**src/rtl/fir_pkg.sv**
```systemverilog
// Shared FIR datapath constants and width helpers.
// Imported by checksum_top and fir_tap_accumulator.
package fir_pkg;

  localparam int IN_DATA_WIDTH  = 17;
  localparam int POLY_WIDTH     = 17;
  localparam int SUM_WIDTH      = 34;
  localparam int OUT_DATA_WIDTH = 21;
  localparam int NUM_TAPS       = 16;
  localparam int SHIFT          = 16;

  // ceil(log2(v)); v is at least 2 wherever this is used
  function automatic int clog2(input int v);
    int r;
    int x;
    r = 0;
    x = v - 1;
    while (x > 0) begin
      r = r + 1;
      x = x >> 1;
    end
    return r;
  endfunction

  // accumulator wide enough that n products of sw bits never overflow
  function automatic int acc_width(input int sw, input int n);
    return sw + clog2(n);
  endfunction

  localparam int ACC_WIDTH = acc_width(SUM_WIDTH, NUM_TAPS);

endpackage

```
**src/rtl/fir_round_sat.sv**
```systemverilog
// Round-half-up, arithmetic shift and clip of a wide signed sum.
// Purely combinational; sits between res_reg and the output register.
module fir_round_sat #(
  parameter int IN_W  = 38,
  parameter int SHIFT = 16,
  parameter int OUT_W = 21
) (
  input  logic signed [IN_W-1:0]  din,
  output logic signed [OUT_W-1:0] dout,
  output logic                    sat
);

  localparam logic signed [IN_W:0] RND  =
    (IN_W+1)'(64'sd1 << (SHIFT-1));
  localparam logic signed [IN_W:0] MAXV =
    (IN_W+1)'((64'sd1 << (OUT_W-1)) - 64'sd1);
  localparam logic signed [IN_W:0] MINV = ~MAXV;

  logic signed [IN_W:0] ext;
  logic signed [IN_W:0] sum_rnd;
  logic signed [IN_W:0] shr;

  // one extra bit so the rounding add cannot wrap
  always_comb begin
    ext     = {din[IN_W-1], din};
    sum_rnd = ext + RND;
    shr     = sum_rnd >>> SHIFT;
    dout    = shr[OUT_W-1:0];
    sat     = 1'b0;
    if (shr > MAXV) begin
      dout = MAXV[OUT_W-1:0];
      sat  = 1'b1;
    end else if (shr < MINV) begin
      dout = MINV[OUT_W-1:0];
      sat  = 1'b1;
    end
  end

endmodule

```
**src/rtl/fir_tap_accumulator.sv**
```systemverilog
// Sums NUM_TAPS consecutive products into one FIR sample,
// then rounds/saturates it into a one-cycle output pulse.
module fir_tap_accumulator #(
  parameter int SUM_WIDTH      = fir_pkg::SUM_WIDTH,
  parameter int OUT_DATA_WIDTH = fir_pkg::OUT_DATA_WIDTH,
  parameter int NUM_TAPS       = fir_pkg::NUM_TAPS,
  parameter int SHIFT          = fir_pkg::SHIFT,
  parameter int ACC_WIDTH      =
    fir_pkg::acc_width(SUM_WIDTH, NUM_TAPS),
  parameter int CNT_W          = fir_pkg::clog2(NUM_TAPS)
) (
  input  logic                             clk,
  input  logic                             reset,
  input  logic                             in_data_vld,
  input  logic signed [SUM_WIDTH-1:0]      in_data,
  input  logic                             sync_clr,
  output logic signed [OUT_DATA_WIDTH-1:0] out_data,
  output logic                             out_data_vld,
  output logic                             sat_flag,
  output logic [CNT_W-1:0]                 tap_cnt
);

  import fir_pkg::*;

  localparam logic [CNT_W-1:0] LAST = CNT_W'(NUM_TAPS - 1);

  logic signed [ACC_WIDTH-1:0] acc_q, acc_d;
  logic signed [ACC_WIDTH-1:0] res_q, res_d;
  logic signed [ACC_WIDTH-1:0] in_ext;
  logic signed [ACC_WIDTH-1:0] sum_c;
  logic [CNT_W-1:0]            tap_cnt_q, tap_cnt_d;
  logic                        res_vld_q, res_vld_d;

  logic signed [OUT_DATA_WIDTH-1:0] out_data_q, out_data_d;
  logic                             out_vld_q, out_vld_d;
  logic                             sat_q, sat_d;

  logic signed [OUT_DATA_WIDTH-1:0] rs_dout;
  logic                             rs_sat;

  // stage 1: accumulate; frame end loads res and clears acc together
  always_comb begin
    in_ext = {{(ACC_WIDTH-SUM_WIDTH){in_data[SUM_WIDTH-1]}},
              in_data};
    sum_c     = acc_q + in_ext;
    acc_d     = acc_q;
    tap_cnt_d = tap_cnt_q;
    res_d     = res_q;
    res_vld_d = 1'b0;
    if (sync_clr) begin
      acc_d     = '0;
      tap_cnt_d = '0;
    end else if (in_data_vld) begin
      if (tap_cnt_q == LAST) begin
        res_d     = sum_c;
        res_vld_d = 1'b1;
        acc_d     = '0;
        tap_cnt_d = '0;
      end else begin
        acc_d     = sum_c;
        tap_cnt_d = tap_cnt_q + 1'b1;
      end
    end
  end

  fir_round_sat #(
    .IN_W  (ACC_WIDTH),
    .SHIFT (SHIFT),
    .OUT_W (OUT_DATA_WIDTH)
  ) u_round_sat (
    .din  (res_q),
    .dout (rs_dout),
    .sat  (rs_sat)
  );

  // stage 2: register rounded result; data holds between pulses
  always_comb begin
    out_vld_d  = res_vld_q;
    out_data_d = res_vld_q ? rs_dout : out_data_q;
    sat_d      = res_vld_q & rs_sat;
  end

  // state registers
  always_ff @(posedge clk or posedge reset) begin
    if (reset) begin
      acc_q      <= '0;
      tap_cnt_q  <= '0;
      res_q      <= '0;
      res_vld_q  <= 1'b0;
      out_data_q <= '0;
      out_vld_q  <= 1'b0;
      sat_q      <= 1'b0;
    end else begin
      acc_q      <= acc_d;
      tap_cnt_q  <= tap_cnt_d;
      res_q      <= res_d;
      res_vld_q  <= res_vld_d;
      out_data_q <= out_data_d;
      out_vld_q  <= out_vld_d;
      sat_q      <= sat_d;
    end
  end

  assign out_data     = out_data_q;
  assign out_data_vld = out_vld_q;
  assign sat_flag     = sat_q;
  assign tap_cnt      = tap_cnt_q;

endmodule

```
**config.mk**
```make
export PLATFORM = sky130hd
export DESIGN_NAME = fir_tap_accumulator
export DESIGN_NICKNAME = d
export VERILOG_FILES = /design/src/rtl/fir_pkg.sv /design/src/rtl/fir_round_sat.sv /design/src/rtl/fir_tap_accumulator.sv
export SDC_FILE = /design/constraint.sdc
export NUM_CORES = 1
export LEC_CHECK = 0
export BUFFER_PORTS_ARGS = -buffer_cell sky130_fd_sc_hd__buf_4
export CAP_MARGIN = 20
export CORE_ASPECT_RATIO = 2
export CORE_MARGIN = 2
export CORE_UTILIZATION = 54
export CTS_CLUSTER_DIAMETER = 40
export DETAILED_ROUTE_END_ITERATION = 10
export GPL_TIMING_DRIVEN = 1
export PLACE_DENSITY = 0.89
export SLEW_MARGIN = 20
export SYNTH_ARGS = -nofsm -noshare
export SYNTH_HDL_FRONTEND = slang
export SYNTH_SLANG_ARGS = --single-unit
export TNS_END_PERCENT = 20
```
**constraint.sdc**
```tcl
create_clock -name clk -period 2.9 [get_ports clk]
set_input_delay 0.58 -clock clk [delete_from_list [all_inputs] [get_ports clk]]
set_output_delay 0.58 -clock clk [all_outputs]
set_load 0.02 [all_outputs]
```
==> summary.txt <==
Final Max Tran Viols = 0
critical-path cell list = ha_4, fa_2, a211oi_4, o21bai_4, o311ai_4, o21ai_2, a31o_1, a31oi_4, o31ai_4, or4_4, nand3_2
internal power = 2641 uW
Worst Tran Pin Value = 848.6 ps
Vias = 5478
ANT nets after route = 0
Syn Std Cell Area = 5823 sq um
leading area contributor after synthesis = dfrtp_1
asr flop ratio synth = 1.000
grt ovf = 0
Post-Route Setup TNS = -35.89 ps
worst path bufs/invs = 0
Pre-antenna DRT Iters = 5
io pins = 65
Netlist cell types = 57
Reg clk slew, reported paths = 70 ps
standard-cell row count = 53
DR iter-0 viols = 350
most frequent cells after synthesis = nand2_1, dfrtp_1, a21oi_1
H-tree depth reported by CTS = 3
critical path arrival = 3210 ps
Total GRT Usage = 0.2793
Clock Sinks = 89
failing checks = negative setup slack
Die X-Extent = 77.43 um
ANT cells = 0
initial antenna violation count = 0
net count after synthesis = 727
GPL Wtd Cong = 0.9007
initial core utilization = 0.5558
Psw = 1409 uW
area of the core = 10480 sq um
CTS root buffer = clkbuf_16
DIE HEIGHT = 150.9 um
Seq/Total Area, Yosys = 0.3825
Leakage Power = 0.003659 uW
worst-path fanout max = 4
vias per std cell = 6.000
Net Sw Frac = 0.3479
power per cell area = 551.5 nW/um^2
clock network fraction of design power = 0.277
first-pass GRT wire length = 25870 um
IR drop worst, VDD = 0.0003932 V
layout cells sized above 1 = 0.2448
#FFs+latches synth = 89
Worst path max stage delay = 430 ps
Flop pwr share = 0.347
post-route DRC violation count = 0
Final Hold Fails = 0
number of global-route vias before repair = 5629
worst hold slack = 315.0 ps
final setup fails = 2
Clock Skew = 7.534 ps
crit path capture type = flop
Avg WL per Cell = 17.24 um
Synth area leaders = dfrtp_1, ha_1, nand2_1
Synthesis Warnings = 0
status = finished with violations
Setup CP Type = flop to flop
Required @ worst endpoint = 3180 ps
Final HPWL DP = 12090 um
fin crit share = 1.011
full die area = 11680 sq um
Rel. slew slack = 0.4291
reg2reg path depth = 11
Period minus WS final = 2931 ps
reg2reg end = res_q[36]
critical path startpoint category = flop
Post-synth EDFFs = 0
Yosys top cell area share = 0.3825
worst hold path class = input port to asynchronous set/reset pin
ys flop type = dfrtp_1
CTS Buf Count = 9
Clock Latency Late Sink = 340 ps
CTS tree = built
final worst slack = -31.30 ps
RSZ-0062 raised after global routing = yes
most numerous cell in the Yosys netlist = nand2_1
Port Buffers = 64
Final nets = 849
Critical-path top delay cell = or4_4
Crit path max-delay family = compound AO/OA/AOI/OAI gates
syn_area_per_cell = 8.972 sq um
reg2reg setup slack = -30 ps
largest net degree at the start of global routing = 40
Crit path depth = 11
Layout area overhead = 26.11%
number of max-cap violations = 0
CTS max path bufs = 2
Combinational Power Share = 0.376
Cells after Synth = 649
fmax = 0.3411 GHz
Reg-to-Reg Start = acc_q[0]
cts hold-fix bufs = 0
routed wire length = 15740 um
-- cell usage in the layout (no fill, tap or decap), types with 6 or more instances in the layout --
cell,netlist,routed
xor2_1,25,25
buf_4,0,146
inv_1,8,7
nand4_1,17,17
xnor2_1,25,25
nand3_1,18,17
o21ai_0,45,41
o31ai_1,8,8
a21o_1,22,22
dfrtp_1,89,89
o22a_1,20,20
nand2_1,97,97
and3_1,6,6
a21oi_1,52,50
ha_1,39,37
or3_1,10,10
clkbuf_16,0,9
a22o_1,22,22
nor2_1,37,36
-- final cells by class --
| class | instances | area (sq um) |
|---|---|---|
| clock inverters | 7 | 58.81 |
| multi-input cells | 516 | 3530 |
| fillers | 807 | 3134 |
| clock buffers | 9 | 225.2 |
| inverters | 9 | 35.03 |
| well taps | 137 | 171.4 |
| flip-flops and latches | 89 | 2227 |
| repair buffers | 146 | 1096 |
-- how the worst max path moves through the flow --
stage                     from         to  slack (ps)
floorplan           in_data[0]  res_q[32]        -100
global placement    in_data[0]  res_q[36]        -430
detailed placement  in_data[0]  res_q[36]        -450
CTS                   acc_q[0]  res_q[36]         -20
global route          acc_q[0]  res_q[36]        -110
finish                acc_q[0]  res_q[36]         -30
-- power groups by stage --
stage / registers, uW / logic [uW] / clock network, uW
detailed placement: 1420 / 1440 / 0
CTS: 1400 / 1460 / 1140
global route: 1410 / 1660 / 1200
global placement: 1420 / 1390 / 0
finish: 1400 / 1520 / 1120
floorplan: 1410 / 921 / 0
-- flip-flops by register name, indices dropped and copies added (netlist names) --
| signal | cells |
|---|---|
| acc_q | 38 |
| out_vld_d | 1 |
| out_data_vld | 1 |
| sat_flag | 1 |
| out_data | 21 |
| tap_cnt | 4 |
| res_q | 23 |
-- metal layers --
layer | share of wire | up-vias | track usage
met4 | 0.042 | 0 | 0.1473
met2 | 0.56 | 185 | 0.5491
met3 | 0.037 | 50 | 0.03039
met1 | 0.36 | 2641 | 0.2818
met5 | 0 | - | 0
li1 | - | 2602 | -
-- worst reg2reg max path, stage by stage, from the launching register on --
cell      delay [ps]
dfrtp_1          410
ha_4             180
fa_2             370
a211oi_4         320
o21bai_4         100
o311ai_4         300
o21ai_2          140
a31o_1           220
a31oi_4          220
o31ai_4           90
or4_4            430
nand3_2           80
-- through the flow --
stage / utilization / cells / setup WS [ps] / instance area (sq um) / power [uW]
4_1_cts: 0.6927 / 908 / -20.57 / 7258 / 3997
5_1_grt: 0.7009 / 913 / -105.4 / 7343 / 4269
3_3_place_gp: 0.6630 / 891 / -427.5 / 6947 / 2806
6_report: 0.7009 / 913 / -31.30 / 7343 / 4049
3_5_place_dp: 0.6630 / 891 / -450.4 / 6947 / 2858
2_1_floorplan: - / 649 / -98.73 / 5856 / 2329
-- cells by family after synthesis --
kind of cell / share of synthesized area
muxes: 0.01504
adders and majority gates: 0.08724
AOI/OAI and AO/OA: 0.2428
and+or+nand+nor: 0.1682
DFF: 0.3825
buffers and inverters: 0.02901
xor gates and xnor gates: 0.07520
-- repair_timing --
action                                  in CTS  in global routing
endpoints found under the setup margin      11                 18
pin swaps                                    3                 12
endpoints found under the hold margin        0                  0
buffers inserted                             1                  5
gates resized for setup                      4                 13
(Power assumes the default switching activity.)
